==> config.mk <==
export PLATFORM = sky130hd
export DESIGN_NAME = seg7_scan_ctrl_flat
export DESIGN_NICKNAME = d
export VERILOG_FILES = /design/src/rtl/seg7_scan_ctrl_if.sv /design/src/rtl/seg7_scan_ctrl.sv /design/src/flat_wrapper.sv
export SDC_FILE = /design/constraint.sdc
export NUM_CORES = 1
export LEC_CHECK = 0
export CORE_ASPECT_RATIO = 1.75
export CORE_MARGIN = 2
export CORE_UTILIZATION = 61
export CTS_CLUSTER_DIAMETER = 200
export CTS_CLUSTER_SIZE = 20
export DETAILED_ROUTE_END_ITERATION = 8
export GPL_ROUTABILITY_DRIVEN = 1
export PLACE_DENSITY = 0.84
export SYNTH_ARGS = -nofsm -noshare
export SYNTH_HDL_FRONTEND = slang
export SYNTH_SLANG_ARGS = --single-unit
export TNS_END_PERCENT = 100
==> constraint.sdc <==
create_clock -name clk -period 6 [get_ports clk]
set_clock_uncertainty 0.2 [all_clocks]
set_input_delay 1.2 -clock clk [delete_from_list [all_inputs] [get_ports clk]]
set_output_delay 1.2 -clock clk [all_outputs]
set_load 0.005 [all_outputs]
==> src/rtl/seg7_scan_ctrl_if.sv <==
// Bus between a 7-segment scan controller and its host: display value and
// control strobes in, multiplexed digit/segment drive and status out.
interface seg7_scan_ctrl_if #(
    parameter int NUM_DIGITS = 4
);
    logic                    en;
    logic                    load;
    logic [4*NUM_DIGITS-1:0] value;
    logic                    lz_blank;
    logic [NUM_DIGITS-1:0]   digit_en;
    logic [6:0]              seg;
    logic                    frame_done;
    logic                    pending;

    modport master (
        output en, load, value, lz_blank,
        input  digit_en, seg, frame_done, pending
    );

    modport slave (
        input  en, load, value, lz_blank,
        output digit_en, seg, frame_done, pending
    );
endinterface

==> src/rtl/seg7_scan_ctrl.sv <==
// Time-multiplexed BCD 7-segment scanner with a double-buffered display value,
// anti-ghosting gaps between digits and optional leading-zero blanking.
module seg7_scan_ctrl #(
    parameter int NUM_DIGITS = 4,
    parameter int PRESCALE   = 1000,
    parameter int GAP        = 2
) (
    input  logic            clk,
    input  logic            rst_n,
    seg7_scan_ctrl_if.slave bus
);
    localparam int CNT_MAX = (PRESCALE > GAP) ? PRESCALE : GAP;
    localparam int CW      = $clog2(CNT_MAX + 1);
    localparam int IW      = (NUM_DIGITS > 1) ? $clog2(NUM_DIGITS) : 1;

    localparam logic [CW-1:0] DWELL_LAST = CW'(PRESCALE - 1);
    localparam logic [CW-1:0] GAP_LAST   = CW'((GAP > 0) ? GAP - 1 : 0);
    localparam logic [IW-1:0] IDX_LAST   = IW'(NUM_DIGITS - 1);

    typedef enum logic [1:0] {ST_IDLE, ST_DWELL, ST_GAP} state_t;

    // The final cycle of a frame is the last gap cycle, or the last dwell cycle without gaps.
    localparam state_t        LAST_STATE = (GAP > 0) ? ST_GAP : ST_DWELL;
    localparam logic [CW-1:0] LAST_CNT   = (GAP > 0) ? GAP_LAST : DWELL_LAST;

    state_t                  state_reg, state_next;
    logic [IW-1:0]           idx_reg, idx_next;
    logic [CW-1:0]           cnt_reg, cnt_next;
    logic [NUM_DIGITS-1:0]   digit_en_reg, digit_en_next;
    logic [6:0]              seg_reg, seg_next;
    logic                    frame_done_reg, frame_done_next;
    logic                    pending_reg;
    logic [4*NUM_DIGITS-1:0] shadow_reg;
    logic [4*NUM_DIGITS-1:0] active_reg;
    logic [4*NUM_DIGITS-1:0] active_next;
    logic                    frame_end;
    logic                    advance;
    logic                    blank;
    logic [3:0]              nib [NUM_DIGITS];
    logic [NUM_DIGITS-1:0]   upper_zero;

    function automatic logic [6:0] decode(input logic [3:0] d);
        logic [6:0] s;
        case (d)
            4'd0:    s = 7'b1111110;
            4'd1:    s = 7'b0110000;
            4'd2:    s = 7'b1101101;
            4'd3:    s = 7'b1111001;
            4'd4:    s = 7'b0110011;
            4'd5:    s = 7'b1011011;
            4'd6:    s = 7'b1011111;
            4'd7:    s = 7'b1110000;
            4'd8:    s = 7'b1111111;
            4'd9:    s = 7'b1110011;
            default: s = 7'b0000000;
        endcase
        return s;
    endfunction

    // The new frame's first digit must already see the value transferred at the frame boundary.
    assign active_next = (frame_end && pending_reg) ? shadow_reg : active_reg;

    for (genvar gi = 0; gi < NUM_DIGITS; gi++) begin : g_digit
        assign nib[gi]        = active_next[4*gi +: 4];
        assign upper_zero[gi] = ~|active_next[4*NUM_DIGITS-1 : 4*gi];
    end

    assign blank = bus.lz_blank && (idx_next != '0) && upper_zero[idx_next];

    always_comb begin
        state_next = state_reg;
        idx_next   = idx_reg;
        cnt_next   = cnt_reg;
        advance    = 1'b0;
        frame_end  = 1'b0;
        unique case (state_reg)
            ST_IDLE: begin
                if (bus.en) begin
                    state_next = ST_DWELL;
                    idx_next   = '0;
                    cnt_next   = '0;
                end
            end
            ST_DWELL: begin
                if (cnt_reg == DWELL_LAST) begin
                    if (GAP > 0) begin
                        state_next = ST_GAP;
                        cnt_next   = '0;
                    end else begin
                        advance = 1'b1;
                    end
                end else begin
                    cnt_next = cnt_reg + CW'(1);
                end
            end
            ST_GAP: begin
                if (cnt_reg == GAP_LAST) begin
                    advance = 1'b1;
                end else begin
                    cnt_next = cnt_reg + CW'(1);
                end
            end
            default: state_next = ST_IDLE;
        endcase

        if (advance) begin
            cnt_next = '0;
            if (idx_reg == IDX_LAST) begin
                frame_end  = 1'b1;
                idx_next   = '0;
                state_next = bus.en ? ST_DWELL : ST_IDLE;
            end else begin
                idx_next   = idx_reg + IW'(1);
                state_next = ST_DWELL;
            end
        end
    end

    // Segments are latched on dwell entry so lz_blank changes never glitch a lit digit.
    always_comb begin
        digit_en_next   = digit_en_reg;
        seg_next        = seg_reg;
        frame_done_next = (state_next == LAST_STATE) && (cnt_next == LAST_CNT) &&
                          (idx_next == IDX_LAST);
        if (state_next != ST_DWELL) begin
            digit_en_next = '0;
            seg_next      = '0;
        end else if (cnt_next == '0) begin
            digit_en_next = NUM_DIGITS'(1) << idx_next;
            seg_next      = blank ? 7'b0000000 : decode(nib[idx_next]);
        end
    end

    always_ff @(posedge clk or negedge rst_n) begin
        if (!rst_n) begin
            state_reg      <= ST_IDLE;
            idx_reg        <= '0;
            cnt_reg        <= '0;
            digit_en_reg   <= '0;
            seg_reg        <= '0;
            frame_done_reg <= 1'b0;
            pending_reg    <= 1'b0;
            shadow_reg     <= '0;
            active_reg     <= '0;
        end else begin
            state_reg      <= state_next;
            idx_reg        <= idx_next;
            cnt_reg        <= cnt_next;
            digit_en_reg   <= digit_en_next;
            seg_reg        <= seg_next;
            frame_done_reg <= frame_done_next;
            active_reg     <= active_next;
            if (bus.load) begin
                shadow_reg  <= bus.value;
                pending_reg <= 1'b1;
            end else if (frame_end) begin
                pending_reg <= 1'b0;
            end
        end
    end

    assign bus.digit_en   = digit_en_reg;
    assign bus.seg        = seg_reg;
    assign bus.frame_done = frame_done_reg;
    assign bus.pending    = pending_reg;

endmodule

==> src/flat_wrapper.sv <==
// flat-port wrapper written by rule: the top's interface ports become plain ports
module seg7_scan_ctrl_flat 
#(
    parameter int NUM_DIGITS = 4,
    parameter int PRESCALE   = 1000,
    parameter int GAP        = 2
)
  (clk, rst_n, bus_en, bus_load, bus_value, bus_lz_blank, bus_digit_en, bus_seg, bus_frame_done, bus_pending);
  seg7_scan_ctrl_if #(.NUM_DIGITS(NUM_DIGITS)) bus_i ();
  input  logic clk;
  input  logic rst_n;
  input wire logic [$bits(bus_i.en)-1:0] bus_en;
  input wire logic [$bits(bus_i.load)-1:0] bus_load;
  input wire logic [$bits(bus_i.value)-1:0] bus_value;
  input wire logic [$bits(bus_i.lz_blank)-1:0] bus_lz_blank;
  output wire logic [$bits(bus_i.digit_en)-1:0] bus_digit_en;
  output wire logic [$bits(bus_i.seg)-1:0] bus_seg;
  output wire logic [$bits(bus_i.frame_done)-1:0] bus_frame_done;
  output wire logic [$bits(bus_i.pending)-1:0] bus_pending;
  assign bus_i.en = bus_en;
  assign bus_i.load = bus_load;
  assign bus_i.value = bus_value;
  assign bus_i.lz_blank = bus_lz_blank;
  assign bus_digit_en = bus_i.digit_en;
  assign bus_seg = bus_i.seg;
  assign bus_frame_done = bus_i.frame_done;
  assign bus_pending = bus_i.pending;
  seg7_scan_ctrl #(.NUM_DIGITS(NUM_DIGITS), .PRESCALE(PRESCALE), .GAP(GAP)) u_core (.clk(clk), .rst_n(rst_n), .bus(bus_i));
endmodule
Word-level counts from Yosys, hierarchy flattened
Memory sizes are Yosys's and may differ from the RTL's.
Index checks and enable logic that the tools add are counted.
{"block": "word_totals", "memories": 1, "mem_bits_rw": 0, "register_bits": 59, "elab_cells": 75, "input_bits": 21, "latchBits": 0, "out_inout_bits": 13, "romBits": 112}
{"block": "classes", "reduce_logical": 18, "n_mul": 0, "n_addsub": 2, "bitwise_logic": 1, "n_eq_ne": 9, "n_mux": 32, "div": 0, "magnitude_cmp": 2, "shift": 1}
{"name": "(name not given)", "depth": 16, "width": 7, "rd": 1, "rd_ports_with_merged_regs": 0, "wr": 0, "line": "seg7_scan_ctrl.sv:44", "rtl": "case (d)"}
{"op": "10-bit 2-to-1 mux", "count": 4}
{"op": "10-bit one-hot mux with 3 select lines", "count": 1}
{"op": "7-bit 2-to-1 mux", "count": 3}
{"op": "10-bit by 1-bit equality test with 1-bit output, second input constant", "count": 2}
{"op": "16-bit 2-to-1 mux", "count": 1}
{"op": "2-bit 2-to-1 mux", "count": 8}
{"op": "4-bit 2-to-1 mux", "count": 4}
{"op": "16-bit OR reduction", "count": 1}
{"op": "12-bit OR reduction", "count": 1}
{"op": "10-bit by 1-bit adder with 10-bit output, second input constant", "count": 1}
{"op": "10-bit equality test, second input constant", "count": 1}
{"op": "10-bit logical NOT", "count": 1}
{"op": "4-bit binary-select mux with 2-bit select", "count": 1}
{"op": "2-bit equality test, second input constant", "count": 4}
{"op": "1-bit 2-to-1 mux", "count": 8}
{"op": "8-bit OR reduction", "count": 1}
{"op": "2-bit one-hot mux with 3 select lines", "count": 1}
{"op": "2-bit nonzero test", "count": 3}
{"op": "1-bit logical AND", "count": 5}
{"op": "1-bit logical NOT", "count": 4}
{"op": "4-bit OR reduction", "count": 1}
{"op": "1-bit by 2-bit left shift with 4-bit output, first input constant", "count": 1}
{"op": "3-bit >= comparator, second input constant", "count": 1}
{"op": "2-bit by 3-bit less-than comparator with 1-bit output, second input constant", "count": 1}
{"op": "other kinds (6)", "count": 6}

Logic depth before layout (Yosys ltp)
{"block": "depth", "ltp_word": 14, "ltp_mapped": 14, "mapped_depth_nobuf": 13}

Least setup slack after synthesis
OpenSTA, ideal clock, no wires.
{"block": "synth_path", "kind": "input to register", "from": "in bus_en", "to": "reg u_core.seg_reg[3] (netlist: u_core.bus.seg[3])", "cell_stages": 11, "required_ps": 5679, "path_slack_ps": 2472, "path_buffers": 1, "arrival_time_ps": 3207, "setup_time_ps": 121, "path_cell_list": "or3b_4 > and2_1 > mux2i_1 > buf_4 > mux2i_1 > mux2i_1 > inv_1 > ha_1 > nand2_1 > o22ai_1 > a22o_1"}
{"block": "synth_between", "elab_chain_len": 11, "elab_cells_between_ends": 27, "cone_classes": "1 x eq/ne; 19 x mux; 1 x bitwise; 5 x reduce/logical; 1 x memory"}
{"item": "start: declaration", "line": "flat_wrapper.sv:12", "rtl": "input wire logic [$bits(bus_i.en)-1:0] bus_en;"}
{"item": "2-bit 2-to-1 mux", "line": "seg7_scan_ctrl.sv:78", "rtl": "if (bus.en) begin"}
{"item": "2-bit 2-to-1 mux", "line": "seg7_scan_ctrl.sv:76", "rtl": "unique case (state_reg)"}
{"item": "2-bit 2-to-1 mux", "line": "seg7_scan_ctrl.sv:106", "rtl": "if (advance) begin"}
{"item": "2-bit inverter with 3-bit output (not written as such)", "line": "seg7_scan_ctrl.sv:130", "rtl": "seg_next = blank ? 7'b0000000 : decode(nib[idx_next]);"}
{"item": "4-bit binary-select mux with 2-bit select", "line": "seg7_scan_ctrl.sv:130"}
{"item": "4-bit 2-to-1 mux (not written as such) (2 in a row)", "line": "seg7_scan_ctrl.sv:130"}
{"item": "memory read 16 x 7 bit"}
{"item": "7-bit 2-to-1 mux", "line": "seg7_scan_ctrl.sv:130"}
{"item": "7-bit 2-to-1 mux", "line": "seg7_scan_ctrl.sv:128", "rtl": "end else if (cnt_next == '0) begin"}
{"item": "7-bit 2-to-1 mux", "line": "seg7_scan_ctrl.sv:125", "rtl": "if (state_next != ST_DWELL) begin"}
{"item": "end signal: assignment", "line": "seg7_scan_ctrl.sv:150", "rtl": "seg_reg <= seg_next;"}
{"item": "end: declaration", "line": "seg7_scan_ctrl.sv:30", "rtl": "logic [6:0] seg_reg, seg_next;"}
Several ways; a longest one is shown, not always the timed one. The select of a mux whose other input is x is not followed.
A chain may end at the register's enable or synchronous reset.

Worst setup path after layout
{"block": "layout_path", "from": "reg u_core.cnt_reg[1]", "to": "reg u_core.seg_reg[3] (netlist: u_core.bus.seg[3])"}
{"block": "layout_between", "elab_chain_len": 14, "elab_cells_between_ends": 41, "cone_classes": "1 x add/sub; 3 x eq/ne; 21 x mux; 1 x bitwise; 14 x reduce/logical; 1 x memory"}
{"item": "start: declaration", "line": "seg7_scan_ctrl.sv:28", "rtl": "logic [CW-1:0] cnt_reg, cnt_next;"}
{"item": "start signal: assignment", "line": "seg7_scan_ctrl.sv:148", "rtl": "cnt_reg <= cnt_next;"}
{"item": "10-bit by 1-bit equality test with 1-bit output (*)", "line": "seg7_scan_ctrl.sv:97", "rtl": "if (cnt_reg == GAP_LAST) begin"}
{"item": "1-bit 2-to-1 mux (*)", "line": "seg7_scan_ctrl.sv:97"}
{"item": "1-bit 2-to-1 mux (*)"}
{"item": "1-bit 2-to-1 mux (*)", "line": "seg7_scan_ctrl.sv:106"}
{"item": "1-bit logical AND (*)", "line": "seg7_scan_ctrl.sv:61", "rtl": "assign active_next = (frame_end && pending_reg) ? shadow_reg : active_reg;"}
{"item": "16-bit 2-to-1 mux (*)", "line": "seg7_scan_ctrl.sv:61"}
{"item": "via u_core.active_next[5]", "line": "seg7_scan_ctrl.sv:35", "rtl": "logic [4*NUM_DIGITS-1:0] active_next;"}
{"item": "parallel branches: the longest is 5 deep, another holds memory read 16 x 7 bit"}
{"item": "7-bit 2-to-1 mux (*)", "line": "seg7_scan_ctrl.sv:130"}
{"item": "7-bit 2-to-1 mux (*)", "line": "seg7_scan_ctrl.sv:128"}
{"item": "7-bit 2-to-1 mux (*)", "line": "seg7_scan_ctrl.sv:125"}
Mark *: on every way through the listed nets, which the timed path passes. The select of a mux whose other input is x is not followed.

==> results.tsv <==
stage	metric	value	unit
global_routing	grt_usage	0.288	
die	core_area	0.00526	mm2
logic_synthesis	synth_flop_cell	dfrtp_1	
cts	cts_hold_buf	0	
final_layout	nNetsFinal	366	
global_routing	grt_pass1_vias	2654	
setup_path	critPathLaunchType	flip-flop	
power	max-vdd-ir-drop	0.196	mV
timing	min_period	4.02	ns
power	power.internal	0.799	mW
timing	fin_hold_ws	0.285	ns
route	route.vias.total	2527	
logic_synthesis	yosys_warnings	0	
logic_synthesis	syn-num-nets	337	
global_routing	grt_pass1_wl	12900	um
logic_synthesis	synth_cells	308	
logic_synthesis	synth_common_cells	dfrtp_1, mux2_2, nand2_1	
route	drt_first_pass_iters	4	
timing	setup_violations	0	
power	netSwitchingPower	0.403	mW
place	io_buffer_count	33	
die	dieWidth	59.8	um
route	vias_per_cell	6.38	
logic_synthesis	synth_top_area_frac	0.443	
global_routing	antenna_found_initial	0	
cts	postCtsSetupBuffers	0	
logic_synthesis	syn-cell-area	0.00333	mm2
setup_path	critPathCaptureType	flip-flop	
global_routing	grt_max_degree	60	
power	combPwrFrac	0.292	
timing	setup_tns	0	ns
run	maxCapViolations	0	
place	hpwl	5720	um
timing	relSlewSlack	0.376	
status	outcome	finished, final reports clean	
power	leakage	1.72	nW
cts	clk_latency	0.33	ns
cts	cts_tree	yes	
route	routedWlPerCell	19.5	um
power	sequentialPowerShare	0.437	
logic_synthesis	yosysSeqAreaShare	0.443	
setup_path	worstPathMaxFanout	20	
cts	cts.sinks	59	
die	fp.dieArea	0.00609	mm2
logic_synthesis	yosysMostFrequentCell	dfrtp_1	
setup_path	required	6.02	ns
power	swShare	0.335	
final_layout	drive_gt1_frac	0.199	
timing	rsz0062_at_grt	no	
cts	cts_inserted_buffers	9	
timing	maxSlewViolCount	0	
route	wl	7730	um
die	start_util	0.634	
timing	timing.final.crit_share	0.670	
die	io-pin-count	34	
cts	clk_pin_slew	0.07	ns
cts	cts_resized	0	
timing	max_slew.worst_pin.slew	0.933	ns
timing	hold_violations	0	
worst_hold_path	hold_class	reg -> reg	
cts	cts_buffer_depth	2	
logic_synthesis	ys_top_cells_by_area	dfrtp_1, mux2_2, mux2i_1	
logic_synthesis	synth_seq_cells	59	
final_layout	fillers	384	
setup_path	critical_path_class	reg -> reg	
logic_synthesis	async_flop_share	1.00	
logic_synthesis	synth_area_leader_cell	dfrtp_1	
die	dieHeight	102	um
route	drt_iter0_markers	133	
setup_path	arrival	4.04	ns
route	drc	0	
logic_synthesis	yosysUniqueCellTypes	64	
global_routing	overflow	0	
route	ant_nets	0	
power	p_per_area	315	mW/mm2
cts	htreeDepth	3	
final_layout	antennaDiodeCount	0	
place	place.gp.congestion	0.917	
die	rows	35	
power	clkPwrFrac	0.271	
cts	root_buffer	clkbuf_8	
final_layout	syn2layout_area_growth	14.6	%
logic_synthesis	synth_edf_count	0	
logic_synthesis	synth_area_per_cell	10.8	um2
timing	max_freq	249	MHz
## cells in the final DEF, fill, tap and decap left out, types with 3 or more instances in the layout
| cell | instances |
|---|---|
| o211ai_1 | 3 |
| inv_1 | 8 |
| a21oi_1 | 13 |
| o2bb2ai_1 | 3 |
| or2_2 | 3 |
| nor2_1 | 11 |
| o41ai_1 | 3 |
| nor3_1 | 5 |
| dfrtp_1 | 59 |
| nand4_1 | 3 |
| o31ai_1 | 6 |
| ha_1 | 8 |
| nor2b_1 | 4 |
| or3_1 | 5 |
| clkdlybuf4s50_1 | 32 |
| nor4_1 | 8 |
| mux2i_1 | 15 |
| nand3_1 | 8 |
| clkbuf_8 | 12 |
| nand2b_1 | 5 |
| mux2_2 | 30 |
| nand2_1 | 28 |
| o21ai_0 | 8 |
| o22ai_1 | 6 |
## worst paths after layout
| kind | startpoint | endpoint | slack (ns) | cells after the start |
|---|---|---|---|---|
| setup / recovery | u_core.cnt_reg[1]$_DFF_PN0_ | u_core.bus.seg[3]$_DFFE_PN0P_ | 1.98 | 13 |
| hold / removal | u_core.active_reg[2]$_DFF_PN0_ | u_core.active_reg[2]$_DFF_PN0_ | 0.29 | 2 |
| setup reg to reg | u_core.cnt_reg[1]$_DFF_PN0_ | u_core.bus.seg[3]$_DFFE_PN0P_ | 1.98 | 13 |
| hold reg to reg | u_core.active_reg[2]$_DFF_PN0_ | u_core.active_reg[2]$_DFF_PN0_ | 0.29 | 2 |
| max in group asynchronous | rst_n | u_core.shadow_reg[3]$_DFFE_PN0P_ | 4.30 | 2 |
| min in group asynchronous | rst_n | u_core.cnt_reg[2]$_DFF_PN0_ | 0.81 | 2 |
## routing by layer
layer  vias to the layer above  GRT usage  part of all wire
li1                       1205          -                 -
met1                      1244      0.315              0.37
met2                        53      0.513              0.56
met3                        25     0.0473             0.021
met4                         0      0.150             0.046
met5                         -          0                 0
## power by group through the flow
stage	registers (mW)	logic, mW	clock network, mW
after floorplan	0.494	0.255	0
after global placement	0.530	0.342	0
after detailed placement	0.530	0.348	0
after CTS	0.523	0.350	0.331
after global routing	0.532	0.384	0.354
final	0.525	0.351	0.326
## critical path, cell delays in order (launching register included)
cell	delay (ns)
dfrtp_1	0.44
inv_1	0.10
ha_1	0.18
nor2b_1	0.38
nand4_1	0.82
mux2_2	0.59
mux2i_1	0.16
mux2i_1	0.16
inv_1	0.16
ha_1	0.21
inv_1	0.05
mux2i_1	0.15
o22ai_1	0.10
a22o_1	0.21
## logic make-up (layout without fill, tap and decap cells)
group                      after synthesis  count (layout)  share of synthesized area
and+or+nand+nor                        103             103                      0.183
AOI/OAI and AO/OA                       65              65                      0.149
DFF                                     59              59                      0.443
muxes                                   45              45                      0.147
buffers and inverters                   28              61                     0.0473
adders and majority gates                8               8                     0.0301
## final cells by class
class                           count  area, um2  share of cell area
Clock buffer                       13        169              0.0443
Clock inverter                      2       10.0             0.00262
Inverter                           11       56.3              0.0148
Multi-Input combinational cell    221       1700               0.444
Sequential cell                    59       1480               0.387
Tap cell                           55       68.8              0.0180
Timing Repair Buffer               35        340              0.0892
## through the flow
stage,util,std cells,setup slack (ns),total power [mW],instance area (um2)
global placement,0.692,381,1.77,0.872,3640
detailed placement,0.692,381,1.71,0.879,3640
floorplan,-,308,2.47,0.749,3330
global route,0.726,396,1.68,1.27,3820
finish,0.726,396,1.98,1.20,3820
CTS,0.726,396,2.01,1.20,3820
(Power assumes the default switching activity.)
